--- config.mk ---
export PLATFORM = sky130hd
export DESIGN_NAME = voice_allocator
export DESIGN_NICKNAME = d
export VERILOG_FILES = /design/src/rtl/synth_pkg.sv /design/src/rtl/key_freq_rom.sv /design/src/rtl/voice_slot.sv /design/src/rtl/voice_allocator.sv
export SDC_FILE = /design/constraint.sdc
export NUM_CORES = 1
export LEC_CHECK = 0
export CAP_MARGIN = 10
export CORE_AREA = 2 2 341 174
export CTS_CLUSTER_DIAMETER = 80
export CTS_CLUSTER_SIZE = 25
export DETAILED_ROUTE_END_ITERATION = 8
export DIE_AREA = 0 0 343 176
export PLACE_DENSITY = 0.82
export SKIP_LAST_GASP = 1
export SYNTH_ARGS = -nofsm -noshare
export SYNTH_HDL_FRONTEND = slang
export SYNTH_HIERARCHICAL = 1
export SYNTH_SLANG_ARGS = --single-unit
--- constraint.sdc ---
create_clock -name clk -period 42.5 [get_ports clk]
set_clock_uncertainty 0.05 [all_clocks]
set_input_delay 4.25 -clock clk [delete_from_list [all_inputs] [get_ports clk]]
set_output_delay 4.25 -clock clk [all_outputs]
set_load 0.005 [all_outputs]
--- src/rtl/synth_pkg.sv ---
// Shared synth definitions: Q12.20 constants, voice / control state encodings
// and the PS/2 set-2 key-code to frequency table (just intonation from A2=110 Hz).
package synth_pkg;

    localparam logic [31:0] ONE    = 32'h0010_0000;   // 1.0 in Q12.20
    localparam int          FRAC_W = 20;

    typedef enum logic [1:0] {
        FREE    = 2'd0,
        HELD    = 2'd1,
        RELEASE = 2'd2
    } voice_state_t;

    typedef enum logic {
        IDLE  = 1'b0,
        APPLY = 1'b1
    } ctrl_state_t;

    typedef struct packed {
        logic        hit;
        logic [31:0] freq;
    } rom_entry_t;

    // Frequencies are f_hz * 2^20, truncated.
    function automatic rom_entry_t key_freq(input logic [7:0] code);
        rom_entry_t r;
        r = '{hit: 1'b0, freq: 32'd0};
        case (code)
            8'h15: r = '{hit: 1'b1, freq: 32'd115343360};  // 110.000
            8'h16: r = '{hit: 1'b1, freq: 32'd123032917};  // 117.333
            8'h1D: r = '{hit: 1'b1, freq: 32'd129761280};  // 123.750
            8'h1E: r = '{hit: 1'b1, freq: 32'd138412032};  // 132.000
            8'h24: r = '{hit: 1'b1, freq: 32'd144179200};  // 137.500
            8'h26: r = '{hit: 1'b1, freq: 32'd153791146};  // 146.667
            8'h2D: r = '{hit: 1'b1, freq: 32'd162201600};  // 154.688
            8'h2C: r = '{hit: 1'b1, freq: 32'd173015040};  // 165.000
            8'h2E: r = '{hit: 1'b1, freq: 32'd184549376};  // 176.000
            8'h35: r = '{hit: 1'b1, freq: 32'd192238933};  // 183.333
            8'h36: r = '{hit: 1'b1, freq: 32'd207618048};  // 198.000
            8'h3C: r = '{hit: 1'b1, freq: 32'd216268800};  // 206.250
            8'h3D: r = '{hit: 1'b1, freq: 32'd230686720};  // 220.000
            default: r = '{hit: 1'b0, freq: 32'd0};
        endcase
        return r;
    endfunction

endpackage

--- src/rtl/key_freq_rom.sv ---
// Registered 1-clk key-code lookup.
//   clk, reset : clock, synchronous active-high reset
//   lookup     : capture a new lookup this cycle
//   code       : PS/2 make code
//   hit, freq  : table hit flag and Q12.20 frequency, valid the cycle after lookup
module key_freq_rom
    import synth_pkg::*;
(
    input  logic        clk,
    input  logic        reset,
    input  logic        lookup,
    input  logic [7:0]  code,
    output logic        hit,
    output logic [31:0] freq
);

    always_ff @(posedge clk) begin
        if (reset) begin
            hit  <= 1'b0;
            freq <= 32'd0;
        end else if (lookup) begin
            {hit, freq} <= key_freq(code);
        end
    end

endmodule

--- src/rtl/voice_slot.sv ---
// One voice: state, stored code, age, frequency, volume and gate registers,
// plus the linear release ramp.
//   alloc       : take a new key this cycle (wins over everything else)
//   release_req : key-up for this HELD voice
//   age_inc     : another voice was allocated; grow older (saturating)
//   new_code, new_freq : key being allocated
//   state, code, age, freq, volume, gate : registered voice state
module voice_slot
    import synth_pkg::*;
#(
    parameter logic [31:0] RELEASE_STEP = 32'h0010_0000,
    parameter int          AGE_W        = 8
) (
    input  logic             clk,
    input  logic             reset,
    input  logic             alloc,
    input  logic             release_req,
    input  logic             age_inc,
    input  logic [7:0]       new_code,
    input  logic [31:0]      new_freq,
    output voice_state_t     state,
    output logic [7:0]       code,
    output logic [AGE_W-1:0] age,
    output logic [31:0]      freq,
    output logic [31:0]      volume,
    output logic             gate
);

    always_ff @(posedge clk) begin
        if (reset) begin
            state  <= FREE;
            code   <= 8'd0;
            age    <= '0;
            freq   <= 32'd0;
            volume <= 32'd0;
            gate   <= 1'b0;
        end else if (alloc) begin
            // Allocation overrides any ramp step happening this clk.
            state  <= HELD;
            code   <= new_code;
            age    <= '0;
            freq   <= new_freq;
            volume <= ONE;
            gate   <= 1'b1;
        end else begin
            if (age_inc && (age != '1))
                age <= age + 1'b1;
            case (state)
                HELD: begin
                    if (release_req) begin
                        gate  <= 1'b0;
                        state <= RELEASE;
                    end
                end
                RELEASE: begin
                    // volume > step keeps the result nonzero, so 0 only
                    // ever comes from the clamp branch, which also frees.
                    if (volume > RELEASE_STEP) begin
                        volume <= volume - RELEASE_STEP;
                    end else begin
                        volume <= 32'd0;
                        state  <= FREE;
                    end
                end
                default: ;
            endcase
        end
    end

endmodule

--- src/rtl/voice_allocator.sv ---
// Polyphonic voice scheduler. Key press/release events are accepted one per
// two clocks (IDLE -> APPLY); a press retriggers the voice already holding the
// key, else takes the lowest free voice, else steals the oldest voice.
//   clk, reset          : clock, synchronous active-high reset
//   ev_valid/ev_ready   : event handshake
//   ev_pressed, ev_code : key down/up and PS/2 make code
//   frequencies         : per-voice Q12.20 frequency
//   voice_volumes       : per-voice Q12.20 volume
//   voice_gate          : per-voice key-held flag
//   busy                : any voice not FREE
module voice_allocator
    import synth_pkg::*;
#(
    parameter int          NUM_VOICES   = 8,
    parameter logic [31:0] RELEASE_STEP = 32'h0010_0000,
    parameter int          AGE_W        = 8
) (
    input  logic                         clk,
    input  logic                         reset,
    input  logic                         ev_valid,
    output logic                         ev_ready,
    input  logic                         ev_pressed,
    input  logic [7:0]                   ev_code,
    output logic [NUM_VOICES-1:0][31:0]  frequencies,
    output logic [NUM_VOICES-1:0][31:0]  voice_volumes,
    output logic [NUM_VOICES-1:0]        voice_gate,
    output logic                         busy
);

    localparam int IDX_W = (NUM_VOICES > 1) ? $clog2(NUM_VOICES) : 1;

    ctrl_state_t fsm;
    logic        pressed_q;
    logic [7:0]  code_q;
    logic        rom_hit;
    logic [31:0] rom_freq;

    voice_state_t                     vstate [NUM_VOICES];
    logic [NUM_VOICES-1:0][7:0]       vcode;
    logic [NUM_VOICES-1:0][AGE_W-1:0] vage;

    logic [NUM_VOICES-1:0] active, match, held_match;
    logic [NUM_VOICES-1:0] alloc, age_inc, rel;
    logic                  any_match, any_free;
    logic [IDX_W-1:0]      match_idx, free_idx, old_idx, pick_idx;
    logic [AGE_W-1:0]      old_age;
    logic                  do_press, do_rel;

    // ---- control FSM ------------------------------------------------------
    always_ff @(posedge clk) begin
        if (reset) begin
            fsm       <= IDLE;
            ev_ready  <= 1'b0;
            pressed_q <= 1'b0;
            code_q    <= 8'd0;
        end else begin
            case (fsm)
                IDLE: begin
                    if (ev_valid && ev_ready) begin
                        pressed_q <= ev_pressed;
                        code_q    <= ev_code;
                        ev_ready  <= 1'b0;
                        fsm       <= APPLY;
                    end else begin
                        ev_ready  <= 1'b1;
                    end
                end
                APPLY: begin
                    ev_ready <= 1'b1;
                    fsm      <= IDLE;
                end
                default: begin
                    ev_ready <= 1'b0;
                    fsm      <= IDLE;
                end
            endcase
        end
    end

    // Lookup launches on the handshake; result is ready during APPLY.
    key_freq_rom u_rom (
        .clk    (clk),
        .reset  (reset),
        .lookup (ev_valid && ev_ready),
        .code   (ev_code),
        .hit    (rom_hit),
        .freq   (rom_freq)
    );

    // ---- voice selection --------------------------------------------------
    assign do_press = (fsm == APPLY) && pressed_q && rom_hit;
    assign do_rel   = (fsm == APPLY) && !pressed_q;

    always_comb begin
        any_match = 1'b0;
        any_free  = 1'b0;
        match_idx = '0;
        free_idx  = '0;
        for (int i = 0; i < NUM_VOICES; i++) begin
            active[i]     = (vstate[i] != FREE);
            match[i]      = active[i] && (vcode[i] == code_q);
            held_match[i] = (vstate[i] == HELD) && (vcode[i] == code_q);
        end
        // Descending scan so the lowest index is the one left standing.
        for (int i = NUM_VOICES - 1; i >= 0; i--) begin
            if (match[i]) begin
                any_match = 1'b1;
                match_idx = IDX_W'(i);
            end
            if (!active[i]) begin
                any_free = 1'b1;
                free_idx = IDX_W'(i);
            end
        end
        // Strict '>' keeps ties on the lower index.
        old_idx = '0;
        old_age = vage[0];
        for (int i = 1; i < NUM_VOICES; i++) begin
            if (vage[i] > old_age) begin
                old_age = vage[i];
                old_idx = IDX_W'(i);
            end
        end
        pick_idx = any_match ? match_idx : (any_free ? free_idx : old_idx);
        for (int i = 0; i < NUM_VOICES; i++) begin
            alloc[i]   = do_press && (pick_idx == IDX_W'(i));
            age_inc[i] = do_press && active[i];
            rel[i]     = do_rel && held_match[i];
        end
    end

    assign busy = |active;

    // ---- per-voice state --------------------------------------------------
    for (genvar g = 0; g < NUM_VOICES; g++) begin : g_voice
        voice_slot #(
            .RELEASE_STEP (RELEASE_STEP),
            .AGE_W        (AGE_W)
        ) u_slot (
            .clk         (clk),
            .reset       (reset),
            .alloc       (alloc[g]),
            .release_req (rel[g]),
            .age_inc     (age_inc[g]),
            .new_code    (code_q),
            .new_freq    (rom_freq),
            .state       (vstate[g]),
            .code        (vcode[g]),
            .age         (vage[g]),
            .freq        (frequencies[g]),
            .volume      (voice_volumes[g]),
            .gate        (voice_gate[g])
        );
    end

endmodule

Word-level counts from Yosys, hierarchy flattened
Memory sizes are Yosys's and may differ from the RTL's.
Index checks and enable logic that the tools add are counted.
{"block": "classes", "eq_ne": 71, "add_sub_neg": 16, "reduce_logical": 137, "muxes": 132, "n_bitwise": 1, "order_cmp": 15}
{"op": "$mux 21", "n": 16}
{"op": "$gt 32x21->1 const B", "n": 8}
{"op": "$mux 32", "n": 8}
{"op": "$sub 32x21->32 const B", "n": 8}
{"op": "$reduce_bool 2->1", "n": 40}
{"op": "$mux 3", "n": 24}
{"op": "$add 8x1->8 const B", "n": 8}
{"op": "$eq 8x8->1", "n": 8}
{"op": "$ne 8x8->1 const B", "n": 8}
{"op": "$gt 8x8->1", "n": 7}
{"op": "$logic_and 1x1->1", "n": 52}
{"op": "$mux 1", "n": 51}
{"op": "$mux 8", "n": 6}
{"op": "$reduce_and 3->1", "n": 16}
{"op": "$mux 33", "n": 1}
{"op": "$mux 2", "n": 16}
{"op": "$pmux 2 s2", "n": 8}
{"op": "$ne 3x1->1 const B", "n": 8}
{"op": "$ne 3x2->1 const B", "n": 8}
{"op": "$reduce_bool 3->1", "n": 8}
{"op": "$reduce_and 2->1", "n": 9}
{"op": "$eq 2x1->1 const B", "n": 8}
{"op": "$eq 2x2->1 const B", "n": 8}
{"op": "$ne 2x1->1 const B", "n": 8}
{"op": "other kinds (11)", "n": 30}
{"block": "word_totals", "input_bits": 12, "rom_bits": 1856, "n_memories": 1, "regBits": 708, "wordCells": 443}
{"name": "(no name shown)", "words": 64, "word_bits": 29, "rd": 1, "rd_clocked_by_memory_dff": 0, "wr": 0, "line": "synth_pkg.sv:28", "text": "case (code)"}

Longest topological paths before layout
Gate-level depths: netlist of the first run.
{"block": "logic_depth", "depth_word": 20, "depth_mapped": 80, "depth_no_buf": 75}

By module
Netlist of the first run, hierarchy kept.
{"mod": "voice_slot", "area_each_um2": 3281.9, "seq_area_each_um2": 1661.6, "instances": 8, "cells_per_inst": 336}
{"mod": "voice_allocator", "area_each_um2": 3898.7, "seq_area_each_um2": 220.2, "instances": 1, "cells_per_inst": 527}
{"mod": "key_freq_rom", "area_each_um2": 1096.1, "seq_area_each_um2": 300.3, "instances": 1, "cells_per_inst": 141}

Worst setup path after synthesis of the first run
Ideal clock, no wire load.
{"block": "synth_path", "path_type": "reg-to-reg", "from": "register g_voice[0].u_slot.age[1]", "to": "register g_voice[3].u_slot.code[2]", "n_path_buf": 6, "stages_incl_launch_ff": 73, "arrival_ps": 13498, "setup_ps": 128, "path_slack_ps": 28825, "cell_sequence": "dfxtp_1 inv_1 ha_1 nor2b_1 o211ai_1 a21oi_1 o21ai_1 mux2i_1 ha_1 a21o_1 nor3_1 a2111oi_4 o22ai_2 clkbuf_1 nor2_1 a21oi_1 inv_1 ha_1 [... 37 more ...] a21o_1 ha_1 nor2b_1 o21a_1 o21ai_0 nand2b_1 a21oi_1 o21ai_0 o31a_1 nor3_1 or3_1 a211o_1 o211a_1 nor3b_1 clkbuf_1 buf_1 mux2i_1 nor2_1"}
{"block": "synth_via", "elab_chain_cells": 18}
{"item": "start: declaration", "line": "voice_slot.sv:23", "text": "output logic [AGE_W-1:0] age,"}
{"item": "start signal: assignment", "line": "voice_slot.sv:47", "text": "age <= age + 1'b1;"}
{"item": "$gt 8x8->1", "line": "voice_allocator.sv:119", "text": "if (vage[i] > old_age) begin"}
{"item": "$mux 8", "line": "voice_allocator.sv:119"}
{"item": "$gt 8x8->1", "line": "voice_allocator.sv:119"}
{"item": "$mux 8", "line": "voice_allocator.sv:119"}
{"item": "$gt 8x8->1", "line": "voice_allocator.sv:119"}
{"item": "$mux 8", "line": "voice_allocator.sv:119"}
{"item": "$gt 8x8->1", "line": "voice_allocator.sv:119"}
{"item": "$mux 8", "line": "voice_allocator.sv:119"}
{"item": "[... 2 more ...]"}
{"item": "$gt 8x8->1", "line": "voice_allocator.sv:119"}
{"item": "$mux 8", "line": "voice_allocator.sv:119"}
{"item": "$gt 8x8->1", "line": "voice_allocator.sv:119"}
{"item": "$mux 3 *", "line": "voice_allocator.sv:119"}
{"item": "$mux 3 * (2 in a row)", "line": "voice_allocator.sv:124", "text": "pick_idx = any_match ? match_idx : (any_free ? free_idx : old_idx);"}
{"item": "$eq 3x2->1 *", "line": "voice_allocator.sv:126", "text": "alloc[i] = do_press && (pick_idx == IDX_W'(i));"}
{"item": "$logic_and 1x1->1 *", "line": "voice_allocator.sv:126"}
{"item": "net alloc[3]", "line": "voice_allocator.sv:43", "text": "logic [NUM_VOICES-1:0] alloc, age_inc, rel;"}
{"item": "end signal: assignment", "line": "voice_slot.sv:40", "text": "code <= new_code;"}
{"item": "end: declaration", "line": "voice_slot.sv:22", "text": "output logic [7:0] code,"}
Mark *: on every way through the listed nets, which the timed path passes. The rest lies on a longest branch.
A chain may end at the register's enable or synchronous reset.

Worst setup path after layout of the first run
{"block": "layout_path", "from": "register g_voice[0].u_slot.age[1]", "to": "register g_voice[1].u_slot.state[1]"}
{"block": "layout_via", "elab_chain_cells": 19}
{"item": "$gt 8x8->1", "line": "voice_allocator.sv:119"}
{"item": "$mux 8", "line": "voice_allocator.sv:119"}
{"item": "$gt 8x8->1", "line": "voice_allocator.sv:119"}
{"item": "$mux 8", "line": "voice_allocator.sv:119"}
{"item": "$gt 8x8->1", "line": "voice_allocator.sv:119"}
{"item": "$mux 8", "line": "voice_allocator.sv:119"}
{"item": "$gt 8x8->1", "line": "voice_allocator.sv:119"}
{"item": "$mux 8", "line": "voice_allocator.sv:119"}
{"item": "[... 3 more ...]"}
{"item": "$mux 8", "line": "voice_allocator.sv:119"}
{"item": "$gt 8x8->1", "line": "voice_allocator.sv:119"}
{"item": "$mux 3 *", "line": "voice_allocator.sv:119"}
{"item": "$mux 3 * (2 in a row)", "line": "voice_allocator.sv:124"}
{"item": "$eq 3x1->1 *", "line": "voice_allocator.sv:126"}
{"item": "$logic_and 1x1->1 *", "line": "voice_allocator.sv:126"}
{"item": "net alloc[1]", "line": "voice_allocator.sv:43"}
{"item": "$reduce_or 2->1 (no line) *"}
{"item": "end signal: assignment", "line": "voice_slot.sv:39", "text": "state <= HELD;"}
{"item": "end signal: assignment", "line": "voice_slot.sv:52", "text": "state <= RELEASE;"}
{"item": "end signal: assignment", "line": "voice_slot.sv:62", "text": "state <= FREE;"}
{"item": "end: declaration", "line": "voice_slot.sv:21", "text": "output voice_state_t state,"}
Marked as above.

==> flow_metrics.py, run 1 <==
metrics = {
    "floorplan": {
        "die_h_microns": 176,
        "die-area_sq_mm": 0.0604,
        "placementRows": 62,
        "core_sq_mm": 0.0571,
        "start_util_pct": 54.7,
        "die_w_microns": 343,
        "ioPinCount": 534,
    },
    "worst_hold_path": {
        "hold_path_class": "reg2reg",
        "holdPathStages": 2,
    },
    "placement": {
        "place.gp.congestion": 0.906,
        "dpl.cell_count": 4463,
        "dp_hpwl_microns": 56400,
        "port_buffers": 533,
    },
    "critical_path": {
        "critPathSlowestCell": "o311ai_2",
        "criticalPathCategory": "reg2reg",
        "critPathRequiredTime_ns": 42.91,
        "reg2reg_slack_ns": 26.16,
        "worstPathArrival_ns": 16.75,
        "worstSetupStartpointType": "register",
        "r2r_cells": 70,
        "path_common_cell": "ha_1",
        "worstPathBufferInverterCount": 7,
        "crit_family": "compound AO/OA/AOI/OAI gates",
        "path_depth": 70,
        "setup.worst_path.end_class": "register",
        "path_max_fanout": 44,
        "max_stage_delay_ns": 0.78,
    },
    "route": {
        "drc": 0,
        "drtPass1Iterations": 5,
        "totalWireLength_microns": 82100,
        "routed_via_density": 5.71,
        "routed-via-count": 25746,
        "drt_first_iter_violations": 1723,
        "wl_per_cell_microns": 18.2,
        "drt.antenna.violating_nets": 0,
    },
    "clock_tree": {
        "htree_levels": 2,
        "cts_buffers": 34,
        "path_clk_slew_ns": 0.11,
        "postCtsSetupBuffers": 0,
        "cts_max_path_buffers": 3,
        "ctsResizeCount": 0,
        "cts_tree": "built",
        "ctsHoldBuffers": 0,
        "clkSinkCount": 690,
        "root_buffer": "clkbuf_16",
        "insertion_delay_ns": 0.59,
    },
    "yosys": {
        "synth_top_area_cell": "dfxtp_1",
        "synth-edff-count": 0,
        "syn-cell-area_sq_mm": 0.0312,
        "yosys-top-cells-count": "690 x dfxtp_1, 517 x nor2_1, 342 x mux2i_1, 243 x inv_1, 225 x a211oi_1",
        "async_flop_share_pct": 0,
        "synth.avg_cell_area_sq_um": 9.31,
        "synth.area.top_cells": "dfxtp_1 44%, mux2i_1 11%, nor2_1 6.2%, a211oi_1 5.4%, ha_1 3.2%",
        "synth_top_area_share_pct": 44.2,
        "synth.ff_latch_count": 690,
        "yosysSeqAreaShare_pct": 44.2,
        "ys.flop_type": "dfxtp_1",
        "ys_types": 79,
        "yosysMostFrequentCell": "dfxtp_1",
        "yosys_warnings": 6,
        "netlist_instances": 3356,
    },
    "power_and_ir_drop": {
        "switching_share_pct": 22.5,
        "ir_drop_mv": 0.0342,
        "power_leakage_nw": 12.7,
        "comb_power_share_pct": 2.5,
        "powerDensity_mw_per_mm2": 27.7,
        "seqPwrFrac_pct": 62.3,
        "pwr-share-clk_pct": 35.2,
        "switching_power_mw": 0.235,
        "p_int_mw": 0.807,
    },
    "grt": {
        "grt_pass1_wl_microns": 130000,
        "grt_max_degree": 157,
        "grt_antenna_before_repair": 4,
        "grt_overflow": 0,
        "grt_pass1_vias": 24394,
        "grt.total_usage_pct": 26.0,
    },
    "timing": {
        "grt_setup_unrepaired": "false",
        "whs_ns": 0.403,
        "setup_tns_ns": 0,
        "clock.fmax_ghz": 0.0612,
        "slew_headroom_pct": 15.5,
        "period_minus_slack_ns": 16.34,
        "setup_viol": 0,
        "slew_viol_final": 0,
        "min_period_over_period_pct": 38.5,
        "hold_viol_final": 0,
        "tightest_slew_ns": 1.27,
    },
    "finish": {
        "nNetsFinal": 3826,
        "register_area_sq_mm": 0.0138,
        "area_growth_pct": 20.5,
        "multi_input_area_sq_mm": 0.0155,
        "drive_above_1_share_pct": 4.76,
        "nFillCells": 4633,
        "fin_cells": 4510,
    },
    "flow_run": {
        "drv_cap": 0,
    },
    "outcome": {
        "status": "finished, final reports clean",
    },
}
-- cells by family after synthesis --
kind of cell	after synthesis	share of synthesized area (%)
buffers and inverters	461	6.61
flip-flops	690	44.2
AND/OR/NAND/NOR	1043	17.2
other	1	0.0120
multiplexers	362	11.7
AO/OA/AOI/OAI	586	13.3
XOR/XNOR	133	3.73
adder cells (fa/ha/maj)	80	3.20
-- flip-flops by register name, summed over array words and instances, names as in the netlist --
signal	cells
ev_ready	1
fsm	1
g_voice.u_slot/gate	8
g_voice.u_slot/freq	256
g_voice.u_slot/code	64
g_voice.u_slot/state	16
u_rom/hit	1
g_voice.u_slot/volume	256
code_q	8
pressed_q	1
g_voice.u_slot/age	64
u_rom/freq	14
-- path summary, 6_finish.rpt --
kind,start,endpoint
worst min-delay path,g_voice[2].u_slot/volume[3]$_SDFFE_PP0P_,g_voice[2].u_slot/volume[3]$_SDFFE_PP0P_
worst min register to register,g_voice[2].u_slot/volume[3]$_SDFFE_PP0P_,g_voice[2].u_slot/volume[3]$_SDFFE_PP0P_
worst max-delay path,g_voice[0].u_slot/age[1]$_SDFFE_PP0P_,g_voice[1].u_slot/state[1]$_SDFFE_PP0P_
worst max register to register,g_voice[0].u_slot/age[1]$_SDFFE_PP0P_,g_voice[1].u_slot/state[1]$_SDFFE_PP0P_
-- placed cells by master, fill, tap and decap left out, types with 13 or more instances in the layout --
cell	count
or2_2	20
o21ai_0	74
and4_1	26
or3_1	60
nor2_1	517
a221oi_1	17
nor3_1	41
xnor2_1	82
and2_1	13
nor4b_1	25
a21oi_1	107
xor2_1	51
o31ai_1	13
nand2_1	70
or4_1	16
dfxtp_1	688
nand3_1	36
ha_1	80
a21o_1	31
a211oi_1	225
inv_1	243
buf_4	21
mux2i_1	342
or4_4	16
nand3b_1	17
clkdlybuf4s50_1	532
o311ai_0	16
nand2b_1	37
clkbuf_16	35
mux2_2	16
nand4_1	34
nor4_1	48
-- power by group through the flow --
stage	Combinational, mW	Sequential (mW)	Clock (mW)
2_1_floorplan	0.0205	0.663	0
3_3_place_gp	0.0253	0.664	0
3_5_place_dp	0.0256	0.664	0
4_1_cts	0.0256	0.649	0.375
5_1_grt	0.0286	0.650	0.398
6_report	0.0263	0.649	0.367
-- tightest hold or removal path, stage by stage (launching register included) --
cell      delay, ns
dfxtp_1        0.33
inv_1          0.05
a211oi_1       0.04
-- metal layers --
layer,GRT usage [%],part of all wire (%)
met1,33.4,43
met2,44.5,48
met3,3.98,5.0
met4,9.44,3.7
met5,0,0.015
-- metrics by stage --
step / area [sq um] / util (%) / power, mW / setup slack (ns)
after global placement: 36600 / 64.2 / 0.690 / 26.89
after detailed placement: 36600 / 64.2 / 0.690 / 26.42
after floorplan: 31300 / - / 0.683 / 28.82
final: 37700 / 66.0 / 1.04 / 26.16
after CTS: 37600 / 65.9 / 1.05 / 26.32
after global routing: 37700 / 66.0 / 1.08 / 24.62
-- cell type report --
type,instances,share of cell area [%]
Inverter,243,2.42
Clock inverter,5,0.196
Clock buffer,36,2.36
Antenna cell,3,0.0199
Multi-Input combinational cell,2208,41.0
Tap cell,768,2.55
Sequential cell,690,36.7
Timing Repair Buffer,557,14.7
No activity file was read; power rests on OpenSTA's default activity.
==> run 2: changes to the inputs <==
- CORE_AREA: 2 2 341 174 -> 2 2 344 176
- DIE_AREA: 0 0 343 176 -> 0 0 346 178
- PLACE_DENSITY: 0.82 -> 0.8
- clock period: 42.5 -> 15.4 ns (I/O delays scaled with it)
==> run 2 against run 1 <==
Cell area is 0.92% higher. Flip-flop and latch count stayed put. First-iteration DRC count is 22% higher. Critical path depth is 1 lower. Maximum frequency is 13% higher. Via count is 0.73% higher. Total power grew to 2.8 times the previous value. Sequential power grew to 2.8 times the previous value.
==> flow_metrics.py, run 2 (synthesis results as in run 1) <==
metrics = {
    "floorplan": {
        "start_util_pct": 53.4,
        "ioPinCount": 534,
        "placementRows": 63,
        "die-area_sq_mm": 0.0616,
        "die_w_microns": 346,
        "die_h_microns": 178,
        "core_sq_mm": 0.0585,
    },
    "timing": {
        "slew_viol_final": 0,
        "whs_ns": 0.403,
        "setup_viol": 0,
        "grt_setup_unrepaired": "true",
        "period_minus_slack_ns": 14.45,
        "min_period_over_period_pct": 93.9,
        "clock.fmax_ghz": 0.0692,
        "slew_headroom_pct": 26.4,
        "setup_tns_ns": 0,
        "tightest_slew_ns": 1.10,
        "hold_viol_final": 0,
    },
    "route": {
        "routed-via-count": 25933,
        "drtPass1Iterations": 6,
        "drt_first_iter_violations": 2100,
        "drc": 0,
        "routed_via_density": 5.70,
        "drt.antenna.violating_nets": 0,
        "totalWireLength_microns": 89600,
        "wl_per_cell_microns": 19.7,
    },
    "critical_path": {
        "worstPathBufferInverterCount": 9,
        "crit_family": "compound AO/OA/AOI/OAI gates",
        "max_stage_delay_ns": 0.43,
        "setup.worst_path.end_class": "register",
        "path_max_fanout": 33,
        "worstPathArrival_ns": 14.87,
        "criticalPathCategory": "reg2reg",
        "worstSetupStartpointType": "register",
        "critPathSlowestCell": "dfxtp_1",
        "critPathRequiredTime_ns": 15.82,
    },
    "finish": {
        "top_regs": "g_voice.u_slot/freq (256), g_voice.u_slot/volume (256)",
        "nFillCells": 4827,
        "layout_commonest_cell": "dfxtp_1",
        "drive_above_1_share_pct": 5.55,
        "nNetsFinal": 3855,
        "final_core_util_pct": 65.0,
        "final_cell_mix": "688 x dfxtp_1, 532 x clkdlybuf4s50_1, 517 x nor2_1, 342 x mux2i_1, 243 x inv_1",
        "multi_input_area_sq_mm": 0.0155,
        "num_antenna_cells": 0,
        "fin_area_sq_mm": 0.0380,
        "register_area_sq_mm": 0.0138,
        "area_growth_pct": 21.7,
    },
    "power_and_ir_drop": {
        "power_mw": 2.88,
        "powerDensity_mw_per_mm2": 75.8,
        "ir_drop_mv": 0.0658,
        "power_leakage_nw": 12.8,
    },
    "worst_hold_path": {
        "hold_path_class": "reg2reg",
    },
    "grt": {
        "grt_pass1_vias": 23669,
        "grt_antenna_before_repair": 0,
        "grt_max_degree": 160,
        "grt.total_usage_pct": 27.2,
        "grt_pass1_wl_microns": 136000,
        "grt_overflow": 0,
    },
    "placement": {
        "port_buffers": 533,
        "place.gp.congestion": 0.951,
        "place_area_sq_mm": 0.0368,
        "dp_hpwl_microns": 60500,
    },
    "clock_tree": {
        "insertion_delay_ns": 0.59,
        "root_buffer": "clkbuf_16",
        "cts_max_path_buffers": 3,
        "clkSinkCount": 690,
        "htree_levels": 2,
        "path_clk_slew_ns": 0.10,
        "ctsHoldBuffers": 0,
        "cts_buffers": 34,
        "cts_tree": "built",
    },
    "flow_run": {
        "drv_cap": 0,
    },
    "outcome": {
        "status": "finished, final reports clean",
    },
}
==> run 2: final timing paths <==
kind | from | to | slack (ns) | cells after the start
worst min register to register | g_voice[1].u_slot/volume[15]$_SDFFE_PP0P_ | g_voice[1].u_slot/volume[15]$_SDFFE_PP0P_ | 0.40 | 2
worst max-delay path | g_voice[0].u_slot/age[1]$_SDFFE_PP0P_ | g_voice[7].u_slot/age[6]$_SDFFE_PP0P_ | 0.95 | 69
worst max register to register | g_voice[0].u_slot/age[1]$_SDFFE_PP0P_ | g_voice[7].u_slot/age[6]$_SDFFE_PP0P_ | 0.95 | 69
worst min-delay path | g_voice[1].u_slot/volume[15]$_SDFFE_PP0P_ | g_voice[1].u_slot/volume[15]$_SDFFE_PP0P_ | 0.40 | 2
==> run 2: metrics by stage <==
| step | setup WS, ns | std cells |
|---|---|---|
| floorplan | 1.72 | 3359 |
| detailed placement | 0.100 | 4490 |
| global route | -0.0690 | 4548 |
| global placement | 0.442 | 4490 |
| finish | 0.946 | 4548 |
| CTS | 0.00427 | 4531 |
==> run 2: layout make-up <==
class                      count  area share, %
inverter                     243           2.40
tap                          780           2.57
sequential                   690           36.3
multi-input combinational   2211           40.9
clock inverter                 6          0.191
timing repair buffer         583           15.4
clock buffer                  35           2.25
==> run 2: what timing repair did <==
action | CTS | global route
gates resized for setup | 0 | 38
endpoints found under the setup margin | 0 | 664
setup buffers | 0 | 11
==> run 2: report_power, final <==
group	total [mW]	leakage (nW)	switching (mW)	internal (mW)
sequential	1.79	5.56	0.00718	1.78
combinational	0.0802	6.83	0.0594	0.0209
clock	1.01	0.456	0.598	0.412
total	2.88	12.8	0.664	2.22
==> run 2: per-layer routing <==
| layer | vias up | track usage, % | wire length (microns) |
|---|---|---|---|
| met4 | 0 | 5.39 | 1620 |
| met2 | 919 | 39.5 | 36900 |
| met3 | 102 | 7.08 | 8060 |
| met1 | 12336 | 40.3 | 43000 |
| li1 | 12576 | - | - |
| met5 | - | 0 | 0 |
==> run 2: worst min-delay path: stages, from the launching register on <==
cell      delay [ns]
dfxtp_1         0.33
inv_1           0.05
a211oi_1        0.04
